### config.mk
export PLATFORM = sky130hd
export DESIGN_NAME = fetch_unit
export DESIGN_NICKNAME = d
export VERILOG_FILES = /design/src/rtl/riscv_pkg.sv /design/src/rtl/fetch_queue.sv /design/src/rtl/fetch_unit.sv
export SDC_FILE = /design/constraint.sdc
export NUM_CORES = 1
export LEC_CHECK = 0
export ABC_CLOCK_PERIOD_IN_PS = 10040
export BUFFER_PORTS_ARGS = -buffer_cell sky130_fd_sc_hd__clkbuf_2
export CORE_UTILIZATION = 50
export CTS_CLUSTER_DIAMETER = 40
export DETAILED_ROUTE_END_ITERATION = 7
export GPL_TIMING_DRIVEN = 0
export PLACE_DENSITY = 0.71
export SYNTH_ARGS = -nofsm -noshare
export SYNTH_HDL_FRONTEND = slang
export SYNTH_SLANG_ARGS = --single-unit
### constraint.sdc
create_clock -name clk -period 10.04 [get_ports clk]
set_clock_uncertainty 0.2 [all_clocks]
set_input_delay 1.004 -clock clk [delete_from_list [all_inputs] [get_ports clk]]
set_output_delay 1.004 -clock clk [all_outputs]
set_load 0.05 [all_outputs]
### src/rtl/riscv_pkg.sv
// Shared fetch-stage types: default PC width and reset vector, the fetch FSM
// state encoding and the layout of one fetch-queue entry.
package riscv_pkg;

    localparam int XLEN = 64;
    localparam logic [XLEN-1:0] RESET_PC = 64'h0;

    typedef enum logic [1:0] {
        IDLE = 2'd0,
        WAIT = 2'd1,
        DROP = 2'd2
    } fetch_state_t;

    typedef struct packed {
        logic [31:0]     instr;
        logic [XLEN-1:0] pc;
    } fq_entry_t;

endpackage

### src/rtl/fetch_queue.sv
// Synchronous FIFO between the instruction memory response and decode.
// The flush input clears all entries; storage itself is not reset.
module fetch_queue #(
    parameter int DEPTH = 2,
    parameter int W = 96,
    localparam int AW = $clog2(DEPTH),
    localparam int CW = AW + 1
) (
    input  logic          clk,
    input  logic          rst,
    input  logic          flush,
    input  logic          push,
    input  logic [W-1:0]  push_data,
    input  logic          pop,
    output logic [W-1:0]  head,
    output logic [CW-1:0] count,
    output logic          empty
);

    logic [W-1:0]  mem [DEPTH];
    logic [AW-1:0] wr_ptr;
    logic [AW-1:0] rd_ptr;
    logic          full;
    logic          do_push;
    logic          do_pop;

    assign empty   = (count == '0);
    assign full    = (count == CW'(DEPTH));
    assign do_pop  = pop & ~empty;
    // A push on a full queue is accepted only when the head leaves the same cycle.
    assign do_push = push & (~full | do_pop);
    assign head    = mem[rd_ptr];

    always_ff @(posedge clk or posedge rst) begin
        if (rst) begin
            wr_ptr <= '0;
            rd_ptr <= '0;
            count  <= '0;
        end else if (flush) begin
            wr_ptr <= '0;
            rd_ptr <= '0;
            count  <= '0;
        end else begin
            if (do_push) wr_ptr <= wr_ptr + AW'(1);
            if (do_pop)  rd_ptr <= rd_ptr + AW'(1);
            count <= count + CW'(do_push) - CW'(do_pop);
        end
    end

    always_ff @(posedge clk) begin
        if (do_push && !flush) mem[wr_ptr] <= push_data;
    end

endmodule

### src/rtl/fetch_unit.sv
// Instruction fetch: PC register, single-outstanding imem request FSM and a
// fetch queue feeding decode. Define FETCH_PERF_CNT_EN to add fetch_count.
module fetch_unit
    import riscv_pkg::*;
#(
    parameter int XLEN = riscv_pkg::XLEN,
    parameter logic [XLEN-1:0] RESET_PC = riscv_pkg::RESET_PC,
    parameter int FQ_DEPTH = 2
) (
    input  logic            clk,
    input  logic            reset,
    output logic            imem_req_valid,
    input  logic            imem_req_ready,
    output logic [XLEN-1:0] imem_req_addr,
    input  logic            imem_rsp_valid,
    input  logic [31:0]     imem_rsp_data,
    input  logic            redirect_valid,
    input  logic [XLEN-1:0] redirect_pc,
    output logic [31:0]     InstrD,
    output logic [XLEN-1:0] PCD,
    output logic [XLEN-1:0] PCPlus4D,
    output logic            instr_valid,
    input  logic            instr_ready,
    output fetch_state_t    dbg_state
`ifdef FETCH_PERF_CNT_EN
    ,
    output logic [63:0]     fetch_count
`endif
);

    // Handshakes: a request transfers when imem_req_valid & imem_req_ready at a
    // rising edge; an instruction transfers to decode when instr_valid & instr_ready.
    localparam int CW = $clog2(FQ_DEPTH) + 1;
    localparam int EW = 32 + XLEN;
    localparam logic [XLEN-1:0] ALIGN_MASK = ~XLEN'(3);

    fetch_state_t    state;
    fetch_state_t    state_next;
    logic [XLEN-1:0] pc;
    logic [XLEN-1:0] req_pc;
    logic [CW-1:0]   fq_count;
    logic [CW-1:0]   count_next;
    logic [EW-1:0]   fq_head;
    logic            fq_empty;
    logic            push;
    logic            pop;
    logic            issue_ok;
    logic            req_hs;

    assign pop = instr_valid & instr_ready;

    // Only request when the response is guaranteed a free queue slot.
    always_comb begin
        push       = (state == WAIT) & imem_rsp_valid & ~redirect_valid;
        count_next = fq_count + CW'(push) - CW'(pop);
        issue_ok   = ~redirect_valid &
                     ((state == IDLE) | ((state == WAIT) & imem_rsp_valid));
    end

    assign imem_req_valid = ~reset & issue_ok & (count_next < CW'(FQ_DEPTH));
    assign imem_req_addr  = pc;
    assign req_hs         = imem_req_valid & imem_req_ready;

    always_comb begin
        state_next = state;
        unique case (state)
            IDLE: if (!redirect_valid && req_hs) state_next = WAIT;
            WAIT: begin
                if (redirect_valid)      state_next = imem_rsp_valid ? IDLE : DROP;
                else if (imem_rsp_valid) state_next = req_hs ? WAIT : IDLE;
            end
            DROP: if (imem_rsp_valid) state_next = IDLE;
            default: state_next = IDLE;
        endcase
    end

    always_ff @(posedge clk or posedge reset) begin
        if (reset) begin
            state  <= IDLE;
            pc     <= RESET_PC & ALIGN_MASK;
            req_pc <= '0;
        end else begin
            state <= state_next;
            if (redirect_valid) begin
                pc <= redirect_pc & ALIGN_MASK;
            end else if (req_hs) begin
                pc     <= pc + XLEN'(4);
                req_pc <= pc;
            end
        end
    end

    fetch_queue #(
        .DEPTH (FQ_DEPTH),
        .W     (EW)
    ) u_queue (
        .clk       (clk),
        .rst       (reset),
        .flush     (redirect_valid),
        .push      (push),
        .push_data ({imem_rsp_data, req_pc}),
        .pop       (pop),
        .head      (fq_head),
        .count     (fq_count),
        .empty     (fq_empty)
    );

    // Head fields read as zero when empty so reset and flush present clean outputs.
    assign instr_valid = ~fq_empty;
    assign InstrD      = instr_valid ? fq_head[EW-1:XLEN] : '0;
    assign PCD         = instr_valid ? fq_head[XLEN-1:0] : '0;
    assign PCPlus4D    = PCD + XLEN'(4);
    assign dbg_state   = state;

`ifdef FETCH_PERF_CNT_EN
    always_ff @(posedge clk or posedge reset) begin
        if (reset)    fetch_count <= '0;
        else if (pop) fetch_count <= fetch_count + 64'd1;
    end
`endif

endmodule

==> run summary, run 1 <==
ys flop type: edfxtp_1
Post-Syn Area: 15100 um^2
status: completed
VDD IR max: 0.167 mV
DR vias: 12695
CP endpoint kind: output port
PortBufs: 320
post-layout util: 63.5%
Post-synth EDFFs: 188
Layout Area Growth over Synthesis: 24.8%
Wirelength per Cell: 21.2 um
P_leak: 7.75 nW
FFs w/ async S/R, synth: 40.9%
number of max-cap violations: 0
CTS Sinks: 318
post-route insts no fill: 2184
width of the die: 176 um
filler cell count: 2462
worst hold path type: flop to flop
Clock Power Share: 27.2%
Yosys Warn Count: 0
Mapped Cells: 1382
first-pass GRT wire length: 69.6 mm
CTS Hold Bufs: 0
worst slew pin tran: 937 ps
antenna violations before repair: 0
Routability Congestion: 0.941
Design Area, Final: 18800 um^2
setup bufs post-CTS: 0
initial core utilization: 50.9%
Critical Path Source Type: flop
PD cells: 298 nW/um^2
Tmin final: 6970 ps
P_sw: 2.52 mW
largest area contributor in the netlist: edfxtp_1
multi-input logic area: 5780 um^2
Worst Path Arrival: 5770 ps
Netlist cell types: 72
synth top area cells: edfxtp_1 37%, dfrtp_1 22%, nand2_1 6.9%
# DRC: 0
clock buffer depth: 3
Post-DRT Antenna Nets: 0
share of cells above drive strength 1: 25.1%
slew margin rel.: 37.3%
DR vias/cell: 5.81
top cell type's share of synthesized area: 37.4%
TritonCTS clock tree: done
worst-path fanout max: 10
largest net degree at the start of global routing: 86
#FFs+latches synth: 318
Pins Over Slew Limit: 0
GRT overflow: 0
setup slack at placement: 3720 ps
PnR worst setup slack: 3070 ps
1st-iter DRT viols: 1114
CORE AREA: 29600 um^2
n_diodes: 0
critical path class: flop to output port
Avg Cell Area, Syn: 10.9 um^2
Root Buffer: clkbuf_16
Die Y: 176 um
total power draw: 5.61 mW
H-tree depth: 2
final WL: 46.2 mm
CTS Buf Count: 42
hold slack: 266 ps
most frequent cells after synthesis: 276 x nand2_1, 188 x edfxtp_1, 130 x dfrtp_1, 130 x nor2_1, 92 x mux2i_1
sw frac: 44.8%
RSZ-0062 raised after global routing: false
Tcrit/Tclk final: 69.5%
Register Area: 8900 um^2
sequential cell fraction of total power: 33.1%
Placed Instances: 2108
Post-DP Area: 17400 um^2
via count of the first global-routing pass: 11884
post-route setup TNS: 0 ps
FP Rows: 63
Clk pin slew, worst setup/hold paths: 60 ps
total track usage: 29.8%
register area share after synthesis: 59.0%
Cell Int Power: 3.10 mW
Critical Path RT: 8840 ps
Setup Viol. Count Final: 0
count leader, synth: nand2_1
Peak Freq: 143 MHz
num ports: 330
Resize count post-CTS: 0
die footprint: 30900 um^2
setup slack, reg-to-reg: 4120 ps
Comb power frac: 39.8%
Clock Latency Late Sink: 540 ps
placed wire-length estimate: 34.5 mm
first-pass detailed-route iteration total: 6
NumNets Final: 1869
final hold violation count: 0
[power by group through the flow]
stage | logic (mW) | registers [mW] | clock network [mW]
2_1_floorplan | 1.54 | 1.90 | 0
3_3_place_gp | 2.19 | 1.86 | 0
3_5_place_dp | 2.22 | 1.87 | 0
4_1_cts | 2.23 | 1.85 | 1.54
5_1_grt | 2.35 | 1.88 | 1.59
6_report | 2.23 | 1.86 | 1.53
[critical path: stages (launching register included)]
cell and delay, ps:
dfrtp_1 360, buf_4 220, buf_4 270, buf_4 260, buf_2 330, buf_2 380, mux2i_1 130, nor2_1 250
ha_1 260, nor4b_1 610, nand4_1 300, nor4_1 810, buf_2 370, nand4_1 160, xnor2_1 220, clkbuf_2 310
[path summary, 6_finish.rpt]
| kind | startpoint | end | depth (start not counted) |
|---|---|---|---|
| worst min register to register | req_pc[48] | u_queue.mem[0][48] | 0 |
| worst max-delay path | u_queue.rd_ptr | PCPlus4D[58] | 15 |
| worst max register to register | u_queue.count[1] | imem_req_addr[45] | 14 |
| min in group asynchronous | reset | imem_req_addr[29] | 2 |
| max in group asynchronous | reset | imem_req_addr[23] | 3 |
| worst min-delay path | req_pc[48] | u_queue.mem[0][48] | 0 |
[per-layer routing]
metal | wire (um) | GRT usage, % | share of wire [%] | vias up
li1 | - | - | - | 5747
met1 | 19800 | 41.5 | 43 | 6141
met2 | 21200 | 47.4 | 46 | 707
met3 | 3850 | 4.52 | 8.3 | 100
met4 | 1420 | 11.1 | 3.1 | 0
met5 | 0 | 0 | 0 | -
[cell usage in the layout (no fill, tap or decap), types with 15 or more instances in the layout]
master | netlist | routed
mux2i_1 | 92 | 92
o21ai_0 | 48 | 48
o211ai_1 | 19 | 19
nand2_1 | 276 | 276
xor2_1 | 23 | 23
nand4_1 | 35 | 35
xnor2_1 | 55 | 55
dfrtp_1 | 130 | 130
o311ai_0 | 15 | 15
clkbuf_1 | 43 | 46
edfxtp_1 | 188 | 188
clkbuf_2 | 0 | 320
clkbuf_16 | 0 | 46
inv_1 | 18 | 17
nand3_1 | 73 | 73
nor2_1 | 130 | 130
nor3_1 | 29 | 28
[state kept, by name, indices dropped and copies added, names as in the netlist]
register / count
u_queue.wr_ptr: 1
u_queue.rd_ptr: 1
imem_req_addr: 62
dbg_state: 2
u_queue.count: 2
u_queue.mem: 188
req_pc: 62
[kinds of logic after synthesis]
family / synth area share [%]
multiplexers: 6.26
XOR/XNOR: 4.53
AND/OR/NAND/NOR: 19.8
buffers and inverters: 2.83
adder cells (fa/ha/maj): 0.415
flip-flops: 59.0
AO/OA/AOI/OAI: 7.15
other: 0.0249
[area by class of cell]
class / count / share of cell area (%)
Buffer: 79 / 1.91
Clock buffer: 50 / 6.25
Clock inverter: 26 / 1.54
Inverter: 18 / 0.386
Multi-Input combinational cell: 972 / 30.7
Sequential cell: 318 / 47.3
Tap cell: 390 / 2.59
Timing Repair Buffer: 331 / 9.34
No activity file was read; power rests on OpenSTA's default activity.
==> inputs of run 2 (changes only) <==
--- a/config.mk
+++ b/config.mk
@@ -5,13 +5,14 @@
 export SDC_FILE = /design/constraint.sdc
 export NUM_CORES = 1
 export LEC_CHECK = 0
-export ABC_CLOCK_PERIOD_IN_PS = 10040
+export ABC_AREA = 1
+export ABC_CLOCK_PERIOD_IN_PS = 7200
 export BUFFER_PORTS_ARGS = -buffer_cell sky130_fd_sc_hd__clkbuf_2
 export CORE_UTILIZATION = 50
 export CTS_CLUSTER_DIAMETER = 40
 export DETAILED_ROUTE_END_ITERATION = 7
 export GPL_TIMING_DRIVEN = 0
-export PLACE_DENSITY = 0.71
+export PLACE_DENSITY = 0.7
 export SYNTH_ARGS = -nofsm -noshare
 export SYNTH_HDL_FRONTEND = slang
 export SYNTH_SLANG_ARGS = --single-unit
==> constraint.sdc (replaced) <==
create_clock -name clk -period 7.2 [get_ports clk]
set_clock_uncertainty 0.2 [all_clocks]
set_input_delay 0.72 -clock clk [delete_from_list [all_inputs] [get_ports clk]]
set_output_delay 0.72 -clock clk [all_outputs]
set_load 0.05 [all_outputs]
==> run 2 against run 1 <==
Net effect:
- sequential share of layout area is 5.3 points lower
- die area is 16% higher
- register-to-register slack worse by 630 ps
- first-iteration DRC count is 49% higher
- area after synthesis is 16% higher
- global-route usage is 5.8 points higher
- via count is 34% higher
==> run summary, run 2 <==
ys flop type: edfxtp_1
total track usage: 35.6% (+5.8 points)
P_leak: 10.3 nW (+32%)
Routability Congestion: 1.02 (+8.7%)
PortBufs: 320 (unchanged)
Pins Over Slew Limit: 0 (unchanged)
worst hold path type: primary input to flop
CTS Hold Bufs: 1 (+1)
# DRC: 0 (unchanged)
PD cells: 423 nW/um^2 (+42%)
PnR worst setup slack: 2330 ps (-735 ps)
Design Area, Final: 21200 um^2 (+13%)
CTS Buf Count: 41 (-2.4%)
Die Y: 189 um (+7.6%)
CTS Sinks: 318 (unchanged)
1st-iter DRT viols: 1662 (+49%)
Avg Cell Area, Syn: 7.58 um^2 (-31%)
Worst Path Arrival: 3950 ps (-1820 ps)
number of max-cap violations: 0 (unchanged)
Clock Latency Late Sink: 540 ps (about the same)
largest net degree at the start of global routing: 90 (+4.7%)
CORE AREA: 34500 um^2 (+16%)
GRT overflow: 0 (unchanged)
FFs w/ async S/R, synth: 40.9% (unchanged)
first-pass GRT wire length: 94.8 mm (+36%)
share of cells above drive strength 1: 17.3% (-7.8 points)
Wirelength per Cell: 20.0 um (-5.7%)
Clk pin slew, worst setup/hold paths: 60 ps (about the same)
top cell type's share of synthesized area: 32.3% (-5.2 points)
n_diodes: 0 (unchanged)
Resize count post-CTS: 0 (unchanged)
clock buffer depth: 3 (unchanged)
NumNets Final: 2790 (+49%)
initial core utilization: 50.7% (-0.13 points)
Placed Instances: 3094 (+47%)
Netlist cell types: 34 (-53%)
largest reg by FF count: u_queue.mem
commonest non-fill, non-tap cells in the layout: 843 x nand2_1, 320 x clkbuf_2, 316 x nor2_1
post-route setup TNS: 0 ps (unchanged)
register area share after synthesis: 50.9% (-8.1 points)
setup bufs post-CTS: 0 (unchanged)
worst-path fanout max: 10 (unchanged)
RSZ-0062 raised after global routing: false
largest area contributor in the netlist: edfxtp_1
VDD IR max: 0.365 mV (+120%)
Layout Area Growth over Synthesis: 21.3%
Critical Path RT: 6280 ps (-2560 ps)
final hold violation count: 0 (unchanged)
most frequent cells after synthesis: 843 x nand2_1, 318 x nor2_1, 284 x inv_1
count leader, synth: nand2_1
Critical Path Source Type: flop
setup slack, reg-to-reg: 3490 ps (-630 ps)
Post-DP Area: 19800 um^2 (+14%)
via count of the first global-routing pass: 16123 (+36%)
FP Rows: 68 (+7.9%)
status: completed
width of the die: 189 um (+7.6%)
post-route insts no fill: 3170 (+45%)
commonest non-fill, non-tap cell in the layout: nand2_1
setup slack at placement: 2990 ps (-730 ps)
max reg flops: 188 (unchanged)
placed wire-length estimate: 50.9 mm (+48%)
DR vias/cell: 5.38 (-7.4%)
Post-synth EDFFs: 188 (unchanged)
total power draw: 8.96 mW (+60%)
critical path class: flop to output port
Tcrit/Tclk final: 67.6%
H-tree depth: 2 (unchanged)
Yosys Warn Count: 0 (unchanged)
TritonCTS clock tree: done
DR vias: 17057 (+34%)
Post-DRT Antenna Nets: 0 (unchanged)
Mapped Cells: 2307 (+67%)
first-pass detailed-route iteration total: 6 (unchanged)
filler cell count: 3133 (+27%)
Tmin final: 4870 ps
Setup Viol. Count Final: 0 (unchanged)
Root Buffer: clkbuf_16
slew margin rel.: 35.4% (-1.8 points)
#FFs+latches synth: 318 (unchanged)
final WL: 63.3 mm (+37%)
die footprint: 35700 um^2 (+16%)
antenna violations before repair: 0 (unchanged)
Peak Freq: 205 MHz
num ports: 330 (unchanged)
worst slew pin tran: 960 ps (+22.8 ps)
CP endpoint kind: output port
synth top area cells: edfxtp_1 32%, dfrtp_1 19%, nand2_1 18%
Post-Syn Area: 17500 um^2 (+16%)
-- run 2: final cells by class --
class	count	area, um^2	share of cell area, %
Clock inverter	22	214	1.01
Inverter	297	1120	5.29
Buffer	72	388	1.83
Clock buffer	53	1130	5.34
Multi-Input combinational cell	1625	7110	33.5
Timing Repair Buffer	328	1770	8.33
Sequential cell	318	8900	42.0
Tap cell	455	569	2.68
-- run 2: layer usage --
layer	part of all wire (%)	vias to the layer above	track usage, %	routed length, um
li1	-	8065	-	-
met1	41	7946	47.2	25800
met2	46	913	58.3	29300
met3	7.9	133	3.91	5010
met4	5.0	0	17.7	3180
met5	0	-	0	0
-- run 2: final timing paths --
kind,start,to,cells past startpoint
max,u_queue.rd_ptr,PCPlus4D[26],14
min,imem_rsp_data[24],u_queue.mem[0][88],1
max reg2reg,u_queue.count[1],imem_req_addr[4],11
min reg2reg,req_pc[58],u_queue.mem[0][58],0
max in group asynchronous,reset,req_pc[58],4
min in group asynchronous,reset,imem_req_addr[6],3
-- run 2: worst max-delay path, stage by stage (launching register included) --
cell	delay (ps)
dfrtp_1	410
buf_6	150
inv_4	60
buf_6	160
nand2_1	70
nand2_1	60
nand2_1	170
inv_2	170
ha_1	270
inv_1	140
nor2_2	370
nand2_1	280
nor2_1	500
xor2_1	270
clkbuf_2	320
-- run 2: report_power, final --
part           internal [mW]  switching, mW  leakage (nW)
sequential              2.29          0.321          3.32
combinational          0.855           3.49          6.28
clock                   1.18          0.825         0.662
total                   4.32           4.64          10.3
-- run 2: stage by stage --
step / hold slack [ps] / util, %
3_5_place_dp: 259 / 57.6
5_1_grt: 147 / 61.5
4_1_cts: 142 / 61.5
2_1_floorplan: 242 / -
6_report: 168 / 61.5
3_3_place_gp: 252 / 57.1
-- run 2: cells by family after synthesis --
logic type	after synthesis	share of synthesized area (%)
fa+ha+maj	5	0.358
flops	318	50.9
compound gates	147	4.55
simple gates	1410	32.7
other cells	1	0.0214
xor+xnor	57	2.86
buf+inv	369	8.61
==> inputs of run 3 (changes only) <==
--- a/config.mk
+++ b/config.mk
@@ -6,7 +6,7 @@
 export NUM_CORES = 1
 export LEC_CHECK = 0
 export ABC_AREA = 1
-export ABC_CLOCK_PERIOD_IN_PS = 7200
+export ABC_CLOCK_PERIOD_IN_PS = 5100
 export BUFFER_PORTS_ARGS = -buffer_cell sky130_fd_sc_hd__clkbuf_2
 export CORE_UTILIZATION = 50
 export CTS_CLUSTER_DIAMETER = 40
==> constraint.sdc (replaced) <==
create_clock -name clk -period 5.1 [get_ports clk]
set_clock_uncertainty 0.2 [all_clocks]
set_input_delay 0.51 -clock clk [delete_from_list [all_inputs] [get_ports clk]]
set_output_delay 0.51 -clock clk [all_outputs]
set_load 0.05 [all_outputs]
==> run 3 against run 2 <==
Net effect:
- die area unchanged
- global-route usage increased by 0.35 points
- critical path type unchanged
- via count grew 0.97%
- utilization is 1.3 points higher
- largest power group unchanged
==> run summary, run 3 (synthesis results as in run 2) <==
number of max-cap violations: 0 (unchanged)
Setup Viol. Count Final: 0 (unchanged)
Tcrit/Tclk final: 90.8%
Critical Path Source Type: flop
Clock Power Share: 22.3% (about the same)
CTS Buf Count: 41 (unchanged)
Wirelength per Cell: 19.9 um (-0.28%)
final WL: 64.0 mm (+1.2%)
sequential cell fraction of total power: 29.0% (about the same)
Layout Area Growth over Synthesis: 23.9%
critical path class: flop to output port
DR vias/cell: 5.36 (-0.47%)
worst hold path type: primary input to flop
commonest non-fill, non-tap cell in the layout: nand2_1
FP Rows: 68 (unchanged)
Clk pin slew, worst setup/hold paths: 60 ps (about the same)
largest net degree at the start of global routing: 90 (unchanged)
PortBufs: 320 (unchanged)
placed wire-length estimate: 50.9 mm (unchanged)
Root Buffer: clkbuf_16
Peak Freq: 216 MHz
total track usage: 36.0% (+0.35 points)
GRT met3 Usage: 3.95% (+0.037 points)
GRT overflow: 0 (unchanged)
P_leak: 10.5 nW (+1.9%)
# DRC: 0 (unchanged)
1st-iter DRT viols: 1727 (+3.9%)
worst slew pin tran: 1000 ps (+43.5 ps)
GRT Max-Usage Layer: met2
antenna violations before repair: 0 (unchanged)
met2 Usage GRT: 59.2% (+0.93 points)
Placed Instances: 3094 (unchanged)
Tmin final: 4630 ps
Design Area, Final: 21700 um^2 (+2.2%)
P_sw: 6.56 mW (+41%)
final hold violation count: 0 (unchanged)
first-pass detailed-route iteration total: 6 (unchanged)
CP endpoint kind: output port
Comb power frac: 48.7% (+0.2 points)
Routability Congestion: 1.02 (unchanged)
Critical Path RT: 4390 ps (-1890 ps)
NumNets Final: 2836 (+1.6%)
status: completed
Cell Int Power: 6.12 mW (+42%)
slew margin rel.: 32.6% (-2.9 points)
Post-DRT Antenna Nets: 0 (unchanged)
via count of the first global-routing pass: 16417 (+1.8%)
VDD IR max: 0.521 mV (+43%)
sw frac: 51.7% (about the same)
Worst Path Arrival: 3920 ps (-30 ps)
die footprint: 35700 um^2 (unchanged)
CORE AREA: 34500 um^2 (unchanged)
post-route insts no fill: 3216 (+1.5%)
initial core utilization: 50.7% (unchanged)
CTS Sinks: 318 (unchanged)
met1 Usage GRT: 47.3% (+0.12 points)
RSZ-0062 raised after global routing: false
filler cell count: 3087 (-1.5%)
Resize count post-CTS: 0 (unchanged)
Pins Over Slew Limit: 0 (unchanged)
H-tree depth: 2 (unchanged)
largest reg by FF count: u_queue.mem
first-pass GRT wire length: 95.8 mm (+1.2%)
max reg flops: 188 (unchanged)
post-layout util: 62.9% (+1.3 points)
DR vias: 17223 (+0.97%)
PD cells: 585 nW/um^2 (+39%)
Die Y: 189 um (unchanged)
commonest non-fill, non-tap cells in the layout: 843 x nand2_1, 320 x clkbuf_2, 316 x nor2_1
width of the die: 189 um (unchanged)
share of cells above drive strength 1: 17.1% (-0.29 points)
n_diodes: 0 (unchanged)
Clock Latency Late Sink: 540 ps (about the same)
num ports: 330 (unchanged)
hold slack: 9.11 ps (-159 ps)
Post-DP Area: 19800 um^2 (unchanged)
clock buffer depth: 3 (unchanged)
TritonCTS clock tree: done
worst-path fanout max: 10 (unchanged)
## run 3: changes by cell type in the layout (fill, tap and decap cells not counted), sizes merged
cell,before,now
dlygate4sd3,1,47
## run 3: final cells by class
type	instances	area (um^2)	area share [%]
inverter	297	1120	5.18
clock inverter	22	214	0.988
tap	455	569	2.63
sequential	318	8900	41.1
timing repair buffer	374	2230	10.3
clock buffer	53	1130	5.23
buffer	72	388	1.79
multi-input combinational	1625	7110	32.8
## run 3: final timing paths
check / cells past startpoint / start / slack [ps] / end
max: 14 / u_queue.rd_ptr / 470 / PCPlus4D[26]
min in group asynchronous: 3 / reset / 330 / imem_req_addr[6]
min reg2reg: 0 / req_pc[58] / 280 / u_queue.mem[0][58]
max in group asynchronous: 4 / reset / 3560 / req_pc[58]
max reg2reg: 11 / u_queue.count[1] / 1420 / imem_req_addr[7]
min: 3 / redirect_pc[43] / 9 / imem_req_addr[43]
## run 3: worst max-delay path, stage by stage (launching register included)
cell,delay (ps)
dfrtp_1,410
buf_6,150
inv_4,60
buf_6,160
nand2_1,70
nand2_1,60
nand2_1,160
inv_2,160
ha_1,270
inv_1,140
nor2_2,370
nand2_1,270
nor2_1,500
xor2_1,270
clkbuf_2,320
## run 3: timing repair
action,CTS,global route
hold endpoints to repair,120,0
buffers inserted,0,0
hold buffers,47,0
## run 3: power by group through the flow
stage	Combinational [mW]	Clock [mW]	Sequential [mW]
after floorplan	4.14	0	3.84
after global routing	6.55	2.97	3.71
after global placement	6.03	0	3.68
after CTS	6.15	2.86	3.66
final	6.17	2.83	3.68
after detailed placement	6.09	0	3.70
## run 3: stage by stage
stage / power [mW] / setup WS, ps / TNS, ps
after CTS: 12.7 / 504 / 0
after detailed placement: 9.80 / 1100 / 0
after global placement: 9.72 / -2770 / -730170
after global routing: 13.2 / 315 / 0
final: 12.7 / 467 / 0
after floorplan: 7.99 / -652 / -122500
## run 3: per-layer routing
| layer | wire [um] | vias to the layer above |
|---|---|---|
| li1 | - | 8152 |
| met1 | 25900 | 8026 |
| met2 | 29700 | 902 |
| met3 | 5190 | 143 |
| met4 | 3250 | 0 |
| met5 | 0 | - |
